===== src/rtl/def.sv =====
// Shared definitions for the instruction encoder: format encoding,
// major opcode constants and the buffered entry layout.
package def;

    // Instruction format selector; codes 6 and 7 are not legal formats.
    typedef enum logic [2:0] {
        FMT_R = 3'd0,
        FMT_I = 3'd1,
        FMT_S = 3'd2,
        FMT_B = 3'd3,
        FMT_U = 3'd4,
        FMT_J = 3'd5
    } instr_format_t;

    // Major opcodes of the base ISA plus the atomic extension.
    localparam logic [6:0] OP_LUI    = 7'h37;
    localparam logic [6:0] OP_AUIPC  = 7'h17;
    localparam logic [6:0] OP_JAL    = 7'h6F;
    localparam logic [6:0] OP_JALR   = 7'h67;
    localparam logic [6:0] OP_BRANCH = 7'h63;
    localparam logic [6:0] OP_LOAD   = 7'h03;
    localparam logic [6:0] OP_STORE  = 7'h23;
    localparam logic [6:0] OP_IMM    = 7'h13;
    localparam logic [6:0] OP_OP     = 7'h33;
    localparam logic [6:0] OP_SYSTEM = 7'h73;
    localparam logic [6:0] OP_AMO    = 7'h2F;

    // Every 32-bit (uncompressed) opcode ends in 2'b11.
    localparam logic [1:0] OPCODE_LSBS = 2'b11;

    // One buffered result: the encoded word plus its reject flag.
    typedef struct packed {
        logic [31:0] word;
        logic        err;
    } fifo_entry_t;

endpackage


===== src/rtl/instr_fifo.sv =====
// DEPTH-entry buffer of encoded words with a valid/ready style push/pop.
// Pointers wrap modulo DEPTH; count runs 0..DEPTH.
module instr_fifo
    import def::*;
#(
    parameter int DEPTH = 2
) (
    input  logic        clk,
    input  logic        rstn,
    input  logic        push_i,
    input  fifo_entry_t entry_i,
    input  logic        pop_i,
    output logic        full_o,
    output logic        empty_o,
    output fifo_entry_t head_o
);

    localparam int PTR_W = $clog2(DEPTH);
    localparam int CNT_W = $clog2(DEPTH + 1);

    logic [PTR_W-1:0] wr_ptr_q, wr_ptr_d;
    logic [PTR_W-1:0] rd_ptr_q, rd_ptr_d;
    logic [CNT_W-1:0] count_q, count_d;
    fifo_entry_t      mem_q [DEPTH];

    logic push_ok;
    logic pop_ok;

    // Advance a pointer, wrapping explicitly so non-power-of-two depths stay correct.
    function automatic logic [PTR_W-1:0] ptr_inc(input logic [PTR_W-1:0] p);
        return (p == PTR_W'(DEPTH - 1)) ? '0 : p + PTR_W'(1);
    endfunction

    assign full_o  = (count_q == CNT_W'(DEPTH));
    assign empty_o = (count_q == '0);
    assign head_o  = mem_q[rd_ptr_q];

    // A push into a full buffer or a pop from an empty one is silently dropped.
    assign push_ok = push_i && !full_o;
    assign pop_ok  = pop_i && !empty_o;

    // Next-state for pointers and occupancy.
    always_comb begin
        // NOTE: every signal gets a default before the branches so no path leaves it unassigned (no latch).
        wr_ptr_d = wr_ptr_q;
        rd_ptr_d = rd_ptr_q;
        count_d  = count_q;
        if (push_ok) wr_ptr_d = ptr_inc(wr_ptr_q);
        if (pop_ok)  rd_ptr_d = ptr_inc(rd_ptr_q);
        case ({push_ok, pop_ok})
            2'b10:   count_d = count_q + CNT_W'(1);
            2'b01:   count_d = count_q - CNT_W'(1);
            default: count_d = count_q;
        endcase
    end

    // Control state; reset empties the buffer without waiting for a clock edge.
    always_ff @(posedge clk or negedge rstn) begin
        // NOTE: state registers use non-blocking assignment so all flops update together at the edge.
        if (!rstn) begin
            wr_ptr_q <= '0;
            rd_ptr_q <= '0;
            count_q  <= '0;
        end else begin
            wr_ptr_q <= wr_ptr_d;
            rd_ptr_q <= rd_ptr_d;
            count_q  <= count_d;
        end
    end

    // Storage write at the tail on an accepted push.
    always_ff @(posedge clk) begin
        // NOTE: the storage array has no reset; count gates every read, so stale contents are never visible.
        if (push_ok) mem_q[wr_ptr_q] <= entry_i;
    end

endmodule


===== src/rtl/instr_encoder.sv =====
// Packs decoded instruction fields back into a 32-bit word, flags
// requests whose fields cannot be represented, and buffers the results.
module instr_encoder
    import def::*;
#(
    parameter int DEPTH = 2
) (
    input  logic          clk,
    input  logic          rstn,
    input  logic          req_valid,
    output logic          req_ready,
    input  instr_format_t fmt,
    input  logic [6:0]    opcode,
    input  logic [2:0]    funct3,
    input  logic [6:0]    funct7,
    input  logic [4:0]    rd,
    input  logic [4:0]    rs1,
    input  logic [4:0]    rs2,
    input  logic [31:0]   imm,
    output logic          out_valid,
    input  logic          out_ready,
    output logic [31:0]   instr_raw,
    output logic          out_err
);

    logic        ready_q;
    logic        fifo_full;
    logic        fifo_empty;
    logic        push;
    fifo_entry_t head;
    fifo_entry_t enc_entry;
    logic [31:0] enc_word;
    logic        enc_legal;

    // The immediate must be the sign-extension of the field width the format stores.
    logic imm_fits12;
    logic imm_fits13;
    logic imm_fits21;

    assign imm_fits12 = (imm[31:11] == {21{imm[11]}});
    assign imm_fits13 = (imm[31:12] == {20{imm[12]}});
    assign imm_fits21 = (imm[31:20] == {12{imm[20]}});

    // Format packing and legality check; rejected requests become a zero word with err set.
    always_comb begin
        enc_word  = '0;
        enc_legal = 1'b1;
        case (fmt)
            FMT_R: enc_word = {funct7, rs2, rs1, funct3, rd, opcode};
            FMT_I: begin
                enc_word  = {imm[11:0], rs1, funct3, rd, opcode};
                enc_legal = imm_fits12;
            end
            FMT_S: begin
                enc_word  = {imm[11:5], rs2, rs1, funct3, imm[4:0], opcode};
                enc_legal = imm_fits12;
            end
            FMT_B: begin
                enc_word  = {imm[12], imm[10:5], rs2, rs1, funct3, imm[4:1], imm[11], opcode};
                enc_legal = imm_fits13 && !imm[0];
            end
            FMT_U: begin
                enc_word  = {imm[31:12], rd, opcode};
                enc_legal = (imm[11:0] == 12'h0);
            end
            FMT_J: begin
                enc_word  = {imm[20], imm[10:1], imm[11], imm[19:12], rd, opcode};
                enc_legal = imm_fits21 && !imm[0];
            end
            default: enc_legal = 1'b0;
        endcase
        if (opcode[1:0] != OPCODE_LSBS) enc_legal = 1'b0;
        enc_entry.word = enc_legal ? enc_word : 32'h0;
        enc_entry.err  = !enc_legal;
    end

    // Holds req_ready low through reset and for the edge on which reset releases.
    always_ff @(posedge clk or negedge rstn) begin
        if (!rstn) ready_q <= 1'b0;
        else       ready_q <= 1'b1;
    end

    assign req_ready = ready_q && !fifo_full;
    assign push      = req_valid && req_ready;

    instr_fifo #(
        .DEPTH (DEPTH)
    ) u_fifo (
        .clk     (clk),
        .rstn    (rstn),
        .push_i  (push),
        .entry_i (enc_entry),
        .pop_i   (out_ready),
        .full_o  (fifo_full),
        .empty_o (fifo_empty),
        .head_o  (head)
    );

    // Outputs are forced to zero whenever the buffer is empty, including during reset.
    assign out_valid = !fifo_empty;
    assign instr_raw = out_valid ? head.word : 32'h0;
    assign out_err   = out_valid && head.err;

endmodule


===== config.mk =====
export PLATFORM = sky130hd
export DESIGN_NAME = instr_encoder
export DESIGN_NICKNAME = d
export VERILOG_FILES = /design/src/rtl/def.sv /design/src/rtl/instr_fifo.sv /design/src/rtl/instr_encoder.sv
export SDC_FILE = /design/constraint.sdc
export NUM_CORES = 1
export LEC_CHECK = 0
export ABC_AREA = 1
export CORE_ASPECT_RATIO = 2
export CORE_MARGIN = 3
export CORE_UTILIZATION = 30
export DETAILED_ROUTE_END_ITERATION = 6
export DONT_BUFFER_PORTS = 1
export GPL_ROUTABILITY_DRIVEN = 0
export PLACE_DENSITY_LB_ADDON = 0.1
export SYNTH_ARGS = -nofsm -noshare
export SYNTH_HDL_FRONTEND = slang
export SYNTH_SLANG_ARGS = --single-unit

===== constraint.sdc =====
create_clock -name clk -period 3.4 [get_ports clk]
set_input_delay 0.68 -clock clk [delete_from_list [all_inputs] [get_ports clk]]
set_output_delay 0.68 -clock clk [all_outputs]
set_load 0.005 [all_outputs]

# [Word level (Yosys, flattened, before mapping)]
# Memory sizes are Yosys's and may differ from the RTL's.
# Index checks and enable logic that the tools add are counted.
[totals] regBits=5 ramBits=66 in_bits=71 out_inout_bits=35 wordCells=47 memories=1
[classes] add_sub_neg=4 n_eq_ne=12 mux=10 n_reduce_logical=16
[memory_table] name="u_fifo.mem_q" depth=2 width=33 read_ports=1 rd_clocked_by_memory_dff=0 write_ports=1 line="instr_fifo.sv:24" rtl="fifo_entry_t mem_q [DEPTH];"
[ops] op="case mux 32 bit (6 select lines)" count=1
[ops] op="two-way mux 32 bit" count=2
[ops] op="== test 20 bit" count=1
[ops] op="== test 19 bit" count=1
[ops] op="zero test 12 bit" count=1
[ops] op="== test 11 bit" count=1
[ops] op="logical AND 1 bit" count=7
[ops] op="== test 3 x 2 -> 1 bit, second input constant" count=2
[ops] op="== test 3 bit, second input constant" count=2
[ops] op="two-way mux 1 bit" count=5
[ops] op="case mux 1 bit (5 select lines)" count=1
[ops] op="== test 2 bit, second input constant" count=2
[ops] op="zero test 1 bit" count=4
[ops] op="case mux 2 bit (2 select lines)" count=1
[ops] op="== test 3 x 1 -> 1 bit, second input constant" count=1
[ops] op="zero test 3 bit" count=1
[ops] op="adder 1 bit, second input constant" count=2
[ops] op="adder 2 x 1 -> 2 bit, second input constant" count=1
[ops] op="== test 2 x 1 -> 1 bit, second input constant" count=1
[ops] op="zero test 2 bit" count=1
[ops] op="!= test 2 bit, second input constant" count=1
[ops] op="nonzero test 2 bit" count=1
[ops] op="OR reduction 2 bit" count=1
[ops] op="subtractor 2 x 1 -> 2 bit, second input constant" count=1

# [Longest topological paths before layout]
# Gate-level depths: netlist of run 1.
[logic_depth] word_depth=7 mapped_depth=14 mapped_depth_nobuf=12

# [By module]
# A second synthesis of run 1 with hierarchy kept.
[unflattened] hier_cells=510 hier_area_um2=4077.7
[by_module_without_submodules] mod="instr_fifo" instances=1 cells_each=205 area_each_um2=2665.1 seq_area_each_um2=2082.0
[by_module_without_submodules] mod="instr_encoder" instances=1 cells_each=305 area_each_um2=1412.6 seq_area_each_um2=25.0

# [Worst setup path after synthesis of run 1]
# OpenSTA, ideal clock, no wires.
[synth_path] path_kind="reg2reg" start="register u_fifo.count_q[0]" end="memory u_fifo.mem_q[0][0] (netlist name), enable pin" setup_time_ns=0.423 t_arrival_ns=2.259 t_required_ns=2.977 slack_ns=0.717 stages_incl_launch_ff=5 path_buffers=0 period_less_slack_ns=2.683 path_cell_list="dfrtp_1 inv_1 a21boi_0 nand2_1 nor2_1"
[synth_via] elab_chain_cells=7
[synth_lines] item="start: declaration" line="instr_fifo.sv:23" rtl="logic [CNT_W-1:0] count_q, count_d;"
[synth_lines] item="start signal: assignment" line="instr_fifo.sv:67" rtl="count_q <= count_d;"
[synth_lines] item="== test 2 bit" line="instr_fifo.sv:34" rtl="assign full_o = (count_q == CNT_W'(DEPTH));"
[synth_lines] item="zero test 1 bit" line="instr_encoder.sv:83" rtl="assign req_ready = ready_q && !fifo_full;"
[synth_lines] item="logical AND 1 bit" line="instr_encoder.sv:83"
[synth_lines] item="named net req_ready" line="instr_encoder.sv:11" rtl="output logic req_ready,"
[synth_lines] item="logical AND 1 bit" line="instr_encoder.sv:84" rtl="assign push = req_valid && req_ready;"
[synth_lines] item="logical AND 1 bit" line="instr_fifo.sv:39" rtl="assign push_ok = push_i && !full_o;"
[synth_lines] item="two-way mux 1 bit" line="instr_fifo.sv:74" rtl="if (push_ok) mem_q[wr_ptr_q] <= entry_i;"
[synth_lines] item="two-way mux 1 bit (implied by the code)" line="instr_fifo.sv:74"
[synth_lines] item="end: declaration" line="instr_fifo.sv:24"
# The timed path passes the listed nets, and every way through them passes these cells.

# [Worst setup path after layout of run 1]
[layout_path] start="register u_fifo.count_q[1]" end="output instr_raw[14]"
[layout_via] elab_chain_cells=2
[layout_lines] item="zero test 2 bit" line="instr_fifo.sv:35" rtl="assign empty_o = (count_q == '0);"
[layout_lines] item="two-way mux 32 bit" line="instr_encoder.sv:101" rtl="assign instr_raw = out_valid ? head.word : 32'h0;"
[layout_lines] item="end: declaration" line="instr_encoder.sv:22" rtl="output logic [31:0] instr_raw,"
# No other way between the ends.

==> qor.yml, run 1 <==
clock_tree:
  numCtsBuffers: 9
  cts_max_path_buffers: 2
  clk_pin_slew_ns: 0.05
  post_cts_resized: 0
  h-tree-depth: 3
  cts_hold_buf: 0
  clock_sinks: 71
  cts_post_setup_buffers_inserted: 0
  clock_latency_ns: 0.32
  cts_root_buf: "clkbuf_16"
  tritoncts: "done"
pwr:
  ir_drop_mv: 0.4740
  p_per_area_nw_per_um2: 674.8
  p_leak_nw: 1.650
cells_and_area:
  fin_nets: 496
  drive_gt1_frac: 0.1215
  fillers: 1272
  final_common_cell: "nand2_1"
  final_cell_area_um2: 4179
  syn_to_final_growth_pct: 11.37
  antennaDiodeCount: 0
  mostFrequentLayoutCells: "nand2_1, edfxtp_1, inv_1"
sta:
  rsz0062_at_grt: "no"
  tightest_slew_ns: 0.6057
  timing.fmax_mhz: 418.9
  hold_violations: 0
  fin_crit_ns: 2.387
  skew_ns: 0.006551
  post-route-period-util: 0.7021
  tns_ns: 0
  maxSlewViolCount: 0
  setup_viol: 0
  max_slew_margin: 0.5952
detailed_routing:
  routed-via-count: 2822
  ant_nets: 0
  avgRoutedWirePerCell_um: 18.27
  drc_errors: 0
  drt_pass1_iterations: 4
  routed_wl_um: 10510
  viasPerCell: 4.908
  drtIter0Drc: 179
critical_path:
  endpoint_kind: "output pin"
  r2r-end: "u_fifo.mem_q[0][15]$_DFFE_PP_"
  worstSetupStartpointType: "flip-flop"
  rrSetupSlack_ns: 1.41
  path_class: "flip-flop to output pin"
  arrival_ns: 1.71
  r2r_cells: 5
  cp_max_fo: 22
  r2r-start: "u_fifo.count_q[0]$_DFFE_PN0P_"
  crit_required_ns: 2.72
run_status:
  status: "complete, no violations"
synthesis:
  syn-cell-area_um2: 3752
  netlist_instances: 425
  yosys_warnings: 0
  postSynthAreaPerCell_um2: 8.829
  syn_nets: 497
  synth_ff_type: "edfxtp_1"
  ys_seq_area_frac: 0.5615
  synth-seq-cells: 71
  synthTopCellsByArea: "edfxtp_1, nand2_1, a21oi_1, inv_1, nor2_2"
  yosys.area.top_type: "edfxtp_1"
  synth_top_area_share: 0.5282
  async_reset_ff_frac: 0.07042
  synth_edf_count: 66
  ys_types: 30
floorplanning:
  num_rows: 57
  initial_utilization: 0.3077
  fp.dieArea_um2: 13970
  pin_count: 106
  die_h_um: 164.2
  core_um2: 12200
  die_w_um: 85.08
flow_run:
  cap_violations: 0
placement:
  place_area_um2: 3900
  dpl.hpwl_um: 7687
  numPortBuffers: 0
grt:
  grt_pass1_vias: 2914
  grt_pass1_wl_um: 16090
  grt_overflow: 0
  grt_usage: 0.1542
  antenna_found_initial: 0
  grt_max_degree: 35
min_path:
  hp-class: "input port to async pin"
[critical path: stages, from the launching register on]
cell and delay [ns]:
dfrtp_1 0.43, nor2_4 0.52, buf_4 0.33, a21oi_1 0.11
[where the power goes]
| group | internal [mW] | switching [mW] | total (mW) |
|---|---|---|---|
| clock network | 0.556 | 0.314 | 0.870 |
| registers | 1.09 | 0.0483 | 1.14 |
| logic | 0.212 | 0.599 | 0.811 |
[Yosys cell counts (4+ instances only)]
library cell,n
edfxtp_1,66
o21ai_0,16
dfrtp_1,5
nand2_1,121
buf_6,4
inv_1,47
clkbuf_1,8
nor2_1,39
nand3_1,13
a221oi_1,7
nor2_2,27
o22ai_1,5
a21oi_1,41
[registers in the layout, indices dropped and copies added (netlist names)]
signal	count
ready_q	1
u_fifo.wr_ptr_q	1
u_fifo.count_q	2
u_fifo.mem_q	66
u_fifo.rd_ptr_q	1
[cells by family after synthesis]
group	synth area share
AOI/OAI and AO/OA	0.1077
xor gates and xnor gates	0.009338
adders and majority gates	0.003334
buffers and inverters	0.07402
DFF	0.5615
muxes	0.005335
other	0.0009994
and+or+nand+nor	0.2377
[stage by stage]
step           std cells  setup WS [ns]    util  total power, mW  hold WS (ns)
2_1_floorplan        425         0.7175       -            1.719        0.3844
3_3_place_gp         560          1.104  0.3198            2.010        0.3846
3_5_place_dp         560          1.095  0.3198            2.010        0.3846
4_1_cts              575         0.9504  0.3427            2.894       0.03760
5_1_grt              575         0.8868  0.3427            3.013       0.03273
6_report             575          1.013  0.3427            2.820       0.05412
[layer usage]
layer | wire length [um] | track usage
met1 | 3755 | 0.1592
met5 | 0 | 0
met3 | 503 | 0.03916
met2 | 5830 | 0.2797
met4 | 417 | 0.08213
[final cells by class]
class / count / area [um2] / area share
flip-flops and latches: 71 / 2107 / 0.5042
multi-input cells: 289 / 1390 / 0.3326
clock buffers: 10 / 229.0 / 0.05479
well taps: 147 / 183.9 / 0.04401
inverters: 48 / 181.4 / 0.04341
clock inverters: 5 / 50.05 / 0.01198
repair buffers: 5 / 37.54 / 0.008982
[worst max path at each step]
stage                                         end  cells past startpoint                     startpoint
floorplan            u_fifo.mem_q[0][0]$_DFFE_PP_                      4  u_fifo.count_q[0]$_DFFE_PN0P_
CTS                                 instr_raw[14]                      3  u_fifo.count_q[1]$_DFFE_PN0P_
global placement     u_fifo.mem_q[1][0]$_DFFE_PP_                      8                        imm[15]
global route                        instr_raw[21]                      3  u_fifo.count_q[1]$_DFFE_PN0P_
detailed placement  u_fifo.mem_q[1][27]$_DFFE_PP_                      9                        imm[15]
finish                              instr_raw[14]                      3  u_fifo.count_q[1]$_DFFE_PN0P_
No activity file was read; power rests on OpenSTA's default activity.
==> run 2, diff against run 1 <==
- clock period: 3.4 -> 2.08 ns (I/O delays scaled with it)
==> run 2 against run 1 <==
Against the previous run: wire length rose by 1.2%; total power rose by 85%; count of clock-buffer cells in the layout fell by 1; clock power rose by 130%; first-iteration DRC count fell by 34%; global-route usage barely moved; sequential power rose by 63%; cell area rose by 6.0%; register-to-register slack got worse by 1.2 ns; highest routed layer unchanged.
==> qor.yml, run 2 (synthesis gave the netlist of run 1 again) <==
run_status:
  status: "complete, no violations"  # unchanged
floorplanning:
  fp.dieArea_um2: 13970  # unchanged
  die_h_um: 164.2  # unchanged
  pin_count: 106  # unchanged
  core_um2: 12200  # unchanged
  initial_utilization: 0.3077  # unchanged
  num_rows: 57  # unchanged
  die_w_um: 85.08  # unchanged
critical_path:
  cp_max_fo: 5  # was 22
  crit_slowest_cell: "dfrtp_1"  # was nor2_4
  r2r-start: "u_fifo.count_q[0]$_DFFE_PN0P_"  # unchanged
  slowest_delay_ns: 0.45  # was 0.52 ns
  endpoint_kind: "flip-flop"  # was output pin
  cp-startpoint: "u_fifo.count_q[0]$_DFFE_PN0P_"  # was u_fifo.count_q[1]$_DFFE_PN0P_
  critPathTopFamily: "compound AO/OA/AOI/OAI gates"  # was simple AND/OR/NAND/NOR gates
  cp_cell_sequence: "inv_1 -> a21boi_0 -> nand2_1 -> ha_1 -> a21oi_1 -> o21ai_0 -> xnor2_1"  # was nor2_4 -> buf_4 -> a21oi_1
  rrSetupSlack_ns: 0.22  # was 1.41 ns
  r2r-end: "u_fifo.count_q[1]$_DFFE_PN0P_"  # was u_fifo.mem_q[0][15]$_DFFE_PP_
  critPathBufInv: 1  # unchanged
  worstSetupPathDepth: 7  # was 3
  r2r_cells: 7  # was 5
  critPathCapture: "u_fifo.count_q[1]$_DFFE_PN0P_"  # was instr_raw[14]
  path_class: "flip-flop to flip-flop"  # was flip-flop to output pin
  crit_required_ns: 2.28  # was 2.72 ns
  arrival_ns: 2.06  # was 1.71 ns
  worstSetupStartpointType: "flip-flop"  # unchanged
detailed_routing:
  met1_length_um: 3715  # was 3755 um
  drtIter0Drc: 119  # was 179
  routed-via-count: 2876  # was 2822
  routed_wl_um: 10640  # was 10510 um
  ant_nets: 0  # unchanged
  met2_length_um: 5839  # was 5830 um
  wl_met3_um: 508  # was 503 um
  avgRoutedWirePerCell_um: 18.21  # was 18.27 um
  viasPerCell: 4.925  # was 4.908
  drt_pass1_iterations: 6  # was 4
  drc_errors: 0  # unchanged
  highest_layer: "met4"  # unchanged
clock_tree:
  clock_sinks: 71  # unchanged
  clk_pin_slew_ns: 0.05  # about the same
  h-tree-depth: 3  # unchanged
  numCtsBuffers: 9  # unchanged
  cts_root_buf: "clkbuf_16"  # unchanged
  tritoncts: "done"  # unchanged
  clock_latency_ns: 0.33  # was 0.32 ns
  post_cts_resized: 0  # unchanged
  cts_max_path_buffers: 2  # unchanged
  cts_post_setup_buffers_inserted: 0  # unchanged
cells_and_area:
  antennaDiodeCount: 0  # unchanged
  top_register: "u_fifo.mem_q"  # unchanged
  final_common_cell: "nand2_1"  # unchanged
  fillers: 1248  # was 1272
  final_core_util: 0.3631  # was 0.3427
  fin_nets: 505  # was 496
  largest_register_ffs: 66  # unchanged
  drive_gt1_frac: 0.1442  # was 0.1215
  syn_to_final_growth_pct: 18.01  # was 11.37%
  top_regs: "u_fifo.mem_q x66, u_fifo.count_q x2"  # unchanged
  mostFrequentLayoutCells: "nand2_1, edfxtp_1, inv_1"  # unchanged
pwr:
  power.total_mw: 5.212  # was 2.820 mW
  p_per_area_nw_per_um2: 1177  # was 674.8 nW/um2
  ir_drop_mv: 0.8842  # was 0.4740 mV
  p_leak_nw: 1.769  # was 1.650 nW
grt:
  grt_overflow: 0  # unchanged
  grt_max_degree: 35  # unchanged
  grt_pass1_vias: 3009  # was 2914
  grt_pass1_wl_um: 16120  # was 16090 um
  antenna_found_initial: 0  # unchanged
  grt_usage: 0.1543  # was 0.1542
sta:
  maxSlewViolCount: 0  # unchanged
  skew_ns: 0.005652  # was 0.006551 ns
  hold_violations: 0  # unchanged
  max_slew_margin: 0.6479  # was 0.5952
  timing.fmax_mhz: 537.0
  fin_crit_ns: 1.862
  rsz0062_at_grt: "no"  # unchanged
  post-route-period-util: 0.8952
  setup_viol: 0  # unchanged
  tightest_slew_ns: 0.5281  # was 0.6057 ns
min_path:
  hp-class: "input port to flip-flop"  # was input port to async pin
placement:
  dpl.hpwl_um: 8090  # was 7687 um
  numPortBuffers: 0  # unchanged
flow_run:
  cap_violations: 0  # unchanged
run 2: cell types whose count changed in the layout (fill, tap and decap cells not counted):
cell,previous run,this run
bufinv_16,1,5
buf_4,5,7
clkinv_1,2,0
clkbuf_1,1,0
dlygate4sd3_1,0,1
buf_12,0,6
clkinv_2,2,1
run 2: worst min-delay path by stage:
stage	from	end	slack (ns)	cells after the start
2_1_floorplan	rstn	ready_q$_DFF_PN0_	0.12	0
3_3_place_gp	rstn	u_fifo.count_q[1]$_DFFE_PN0P_	0.12	0
3_5_place_dp	rstn	ready_q$_DFF_PN0_	0.12	0
4_1_cts	opcode[3]	u_fifo.mem_q[0][4]$_DFFE_PP_	0.33	2
5_1_grt	opcode[3]	u_fifo.mem_q[0][4]$_DFFE_PP_	0.34	2
6_report	opcode[4]	u_fifo.mem_q[0][5]$_DFFE_PP_	0.34	2
run 2: timing repair:
| action | in CTS | in global routing |
|---|---|---|
| hold buffers | 1 | 0 |
| endpoints found under the hold margin | 5 | 0 |
| endpoints found under the setup margin | 0 | 0 |
run 2: report_power, final:
group	internal [mW]	switching, mW	total [mW]
registers	1.78	0.0808	1.86
logic	0.402	0.988	1.39
clock network	1.41	0.555	1.96
total	3.59	1.62	5.21
run 2: cell type report:
class | instances | area (um2) | area share
Sequential cell | 71 | 2107 | 0.4758
Multi-Input combinational cell | 289 | 1390 | 0.3139
Clock buffer | 9 | 225.2 | 0.05086
Tap cell | 147 | 183.9 | 0.04154
Timing Repair Buffer | 14 | 182.7 | 0.04125
Inverter | 48 | 181.4 | 0.04097
Clock inverter | 6 | 157.7 | 0.03560
run 2: through the flow:
step	setup WS [ns]	hold slack, ns	TNS (ns)	cells	instance area (um2)
detailed placement	0.2202	0.1206	0	568	4035
global route	0.07440	0.3364	0	584	4428
CTS	0.1607	0.3253	0	584	4428
floorplan	-0.07679	0.1204	-5.068	425	3757
finish	0.2179	0.3383	0	584	4428
global placement	0.3139	0.1206	0	568	4035
run 2: metal layers:
layer | vias up | global-route usage
li1 | 1410 | -
met1 | 1323 | 0.1555
met2 | 107 | 0.2801
met3 | 36 | 0.03112
met4 | 0 | 0.1016
met5 | - | 0
==> run 3, diff against run 2 <==
- PLACE_DENSITY: default -> 0.51
- PLACE_DENSITY_LB_ADDON: 0.1 -> default
- REMOVE_ABC_BUFFERS: default -> 1
==> run 3 against run 2 <==
Against the previous run: maximum frequency is 0.21% higher; combinational power is 4% higher; worst hold slack worse by 0.00060 ns; first-iteration DRC count is 77% higher; critical path depth stayed put; clock skew is 0.0031 ns higher; wire length is 3.8% lower; sequential share of layout area is 0.90 points higher; flip-flop and latch count stayed put; clock power is 16% lower; final cell count is 0.34% lower; register-to-register slack hardly changed; largest cell class unchanged; highest routed layer unchanged.
==> qor.yml, run 3 (synthesis gave the netlist of run 1 again) <==
detailed_routing:
  ant_nets: 0  # unchanged
  drc_errors: 0  # unchanged
  routed-via-count: 2900  # was 2876
  routed_wl_um: 10230  # was 10640 um
  drtIter0Drc: 211  # was 119
  avgRoutedWirePerCell_um: 17.58  # was 18.21 um
  drt_pass1_iterations: 4  # was 6
  viasPerCell: 4.983  # was 4.925
critical_path:
  r2r-start: "u_fifo.count_q[0]$_DFFE_PN0P_"  # unchanged
  critPathBufInv: 1  # unchanged
  worstSetupStartpointType: "flip-flop"  # unchanged
  endpoint_kind: "flip-flop"  # unchanged
  cp_cell_sequence: "inv_1 -> a21boi_0 -> nand2_1 -> ha_1 -> a21oi_1 -> o21ai_0 -> xnor2_1"  # unchanged
  r2r-end: "u_fifo.count_q[1]$_DFFE_PN0P_"  # unchanged
  slowest_delay_ns: 0.46  # was 0.45 ns
  rrSetupSlack_ns: 0.22  # about the same
  r2r_cells: 7  # unchanged
  path_class: "flip-flop to flip-flop"  # unchanged
  critPathTopFamily: "compound AO/OA/AOI/OAI gates"  # unchanged
  cp_max_fo: 5  # unchanged
  crit_required_ns: 2.29  # was 2.28 ns
  arrival_ns: 2.07  # was 2.06 ns
  crit_slowest_cell: "dfrtp_1"  # unchanged
pwr:
  p_leak_nw: 1.724  # was 1.769 nW
  ir_drop_mv: 0.6986  # was 0.8842 mV
  p_per_area_nw_per_um2: 1138  # was 1177 nW/um2
  power.total_mw: 4.944  # was 5.212 mW
min_path:
  hold_depth: 2  # unchanged
  hp-class: "input port to flip-flop"  # unchanged
  hp-start: "opcode[3]"  # was opcode[4]
  hold_end: "u_fifo.mem_q[0][4]$_DFFE_PP_"  # was u_fifo.mem_q[0][5]$_DFFE_PP_
grt:
  grt_pass1_vias: 3028  # was 3009
  use_met3: 0.02410  # was 0.03112
  grt_usage: 0.1474  # was 0.1543
  antenna_found_initial: 0  # unchanged
  grt_max_degree: 35  # unchanged
  top_usage_layer: "met2"  # unchanged
  grt_overflow: 0  # unchanged
  grt_pass1_wl_um: 15580  # was 16120 um
  gr-usage-met2: 0.2663  # was 0.2801
  use_met1: 0.1511  # was 0.1555
sta:
  maxSlewViolCount: 0  # unchanged
  fin_crit_ns: 1.858  # was 1.862 ns
  rsz0062_at_grt: "no"  # unchanged
  max_slew_margin: 0.6409  # was 0.6479
  setup_viol: 0  # unchanged
  tightest_slew_ns: 0.5387  # was 0.5281 ns
  skew_ns: 0.008717  # was 0.005652 ns
  post-route-period-util: 0.8934  # was 0.8952
  hold_violations: 0  # unchanged
  timing.fmax_mhz: 538.2  # was 537.0 MHz
  timing.hold.ws_ns: 0.3377  # was 0.3383 ns
clock_tree:
  cts_hold_buf: 1  # unchanged
  numCtsBuffers: 9  # unchanged
  cts_post_setup_buffers_inserted: 0  # unchanged
  clock_latency_ns: 0.33  # about the same
  post_cts_resized: 0  # unchanged
  clock_sinks: 71  # unchanged
  tritoncts: "done"  # unchanged
  h-tree-depth: 3  # unchanged
  cts_max_path_buffers: 2  # unchanged
  clk_pin_slew_ns: 0.06  # was 0.05 ns
  cts_root_buf: "clkbuf_16"  # unchanged
run_status:
  status: "complete, no violations"  # unchanged
floorplanning:
  pin_count: 106  # unchanged
  initial_utilization: 0.3077  # unchanged
  fp.dieArea_um2: 13970  # unchanged
  die_w_um: 85.08  # unchanged
  die_h_um: 164.2  # unchanged
  core_um2: 12200  # unchanged
  num_rows: 57  # unchanged
cells_and_area:
  largest_register_ffs: 66  # unchanged
  drive_gt1_frac: 0.1379  # was 0.1442
  mostFrequentLayoutCells: "nand2_1, edfxtp_1, inv_1"  # unchanged
  antennaDiodeCount: 0  # unchanged
  top_register: "u_fifo.mem_q"  # unchanged
  stdcell_count: 582  # was 584
  fin_nets: 502  # was 505
  final_common_cell: "nand2_1"  # unchanged
  top_regs: "u_fifo.mem_q x66, u_fifo.count_q x2"  # unchanged
  syn_to_final_growth_pct: 15.81  # was 18.01%
flow_run:
  cap_violations: 0  # unchanged
placement:
  dp_cells: 565  # was 568
  numPortBuffers: 0  # unchanged
  dpl.hpwl_um: 7676  # was 8090 um
[run 3: final cells by class]
| cell class | count | area, um2 |
|---|---|---|
| multi-input cells | 289 | 1390 |
| fillers | 1240 | 7850 |
| inverters | 48 | 181.4 |
| repair buffers | 11 | 160.2 |
| clock buffers | 10 | 229.0 |
| clock inverters | 6 | 93.84 |
| well taps | 147 | 183.9 |
| flip-flops and latches | 71 | 2107 |
[run 3: how the worst max path moves through the flow]
stage | end | from | slack [ns] | cells after the start
6_report | u_fifo.count_q[1]$_DFFE_PN0P_ | u_fifo.count_q[0]$_DFFE_PN0P_ | 0.22 | 7
5_1_grt | u_fifo.count_q[1]$_DFFE_PN0P_ | u_fifo.count_q[0]$_DFFE_PN0P_ | 0.06 | 7
4_1_cts | u_fifo.count_q[1]$_DFFE_PN0P_ | u_fifo.count_q[0]$_DFFE_PN0P_ | 0.21 | 7
2_1_floorplan | u_fifo.mem_q[0][0]$_DFFE_PP_ | u_fifo.count_q[0]$_DFFE_PN0P_ | -0.60 | 4
3_3_place_gp | u_fifo.mem_q[1][0]$_DFFE_PP_ | imm[31] | 0.30 | 11
3_5_place_dp | u_fifo.count_q[1]$_DFFE_PN0P_ | u_fifo.count_q[0]$_DFFE_PN0P_ | 0.22 | 7
[run 3: metrics by stage]
stage                     setup TNS [ns]  instance area (um2)    util  setup slack [ns]
after global placement                 0                 4013  0.3290            0.2960
after global routing                   0                 4345  0.3563           0.05659
after CTS                              0                 4345  0.3563            0.2115
after floorplan                   -40.41                 3656       -           -0.6025
final                                  0                 4345  0.3563            0.2218
after detailed placement               0                 4013  0.3290            0.2171
[run 3: metal layers]
metal / vias to the layer above / share of wire
met3: 30 / 0.048
met4: 0 / 0.050
met1: 1340 / 0.35
met5: - / 0
met2: 116 / 0.55
li1: 1414 / -
[run 3: worst reg2reg max path: stages (launching register included)]
cell      delay [ns]
dfrtp_1         0.46
inv_1           0.06
a21boi_0        0.23
nand2_1         0.24
ha_1            0.37
a21oi_1         0.12
o21ai_0         0.12
xnor2_1         0.14
[run 3: power breakdown]
group	switching [mW]	internal, mW
clock network	0.583	1.06
registers	0.0881	1.78
logic	0.995	0.441
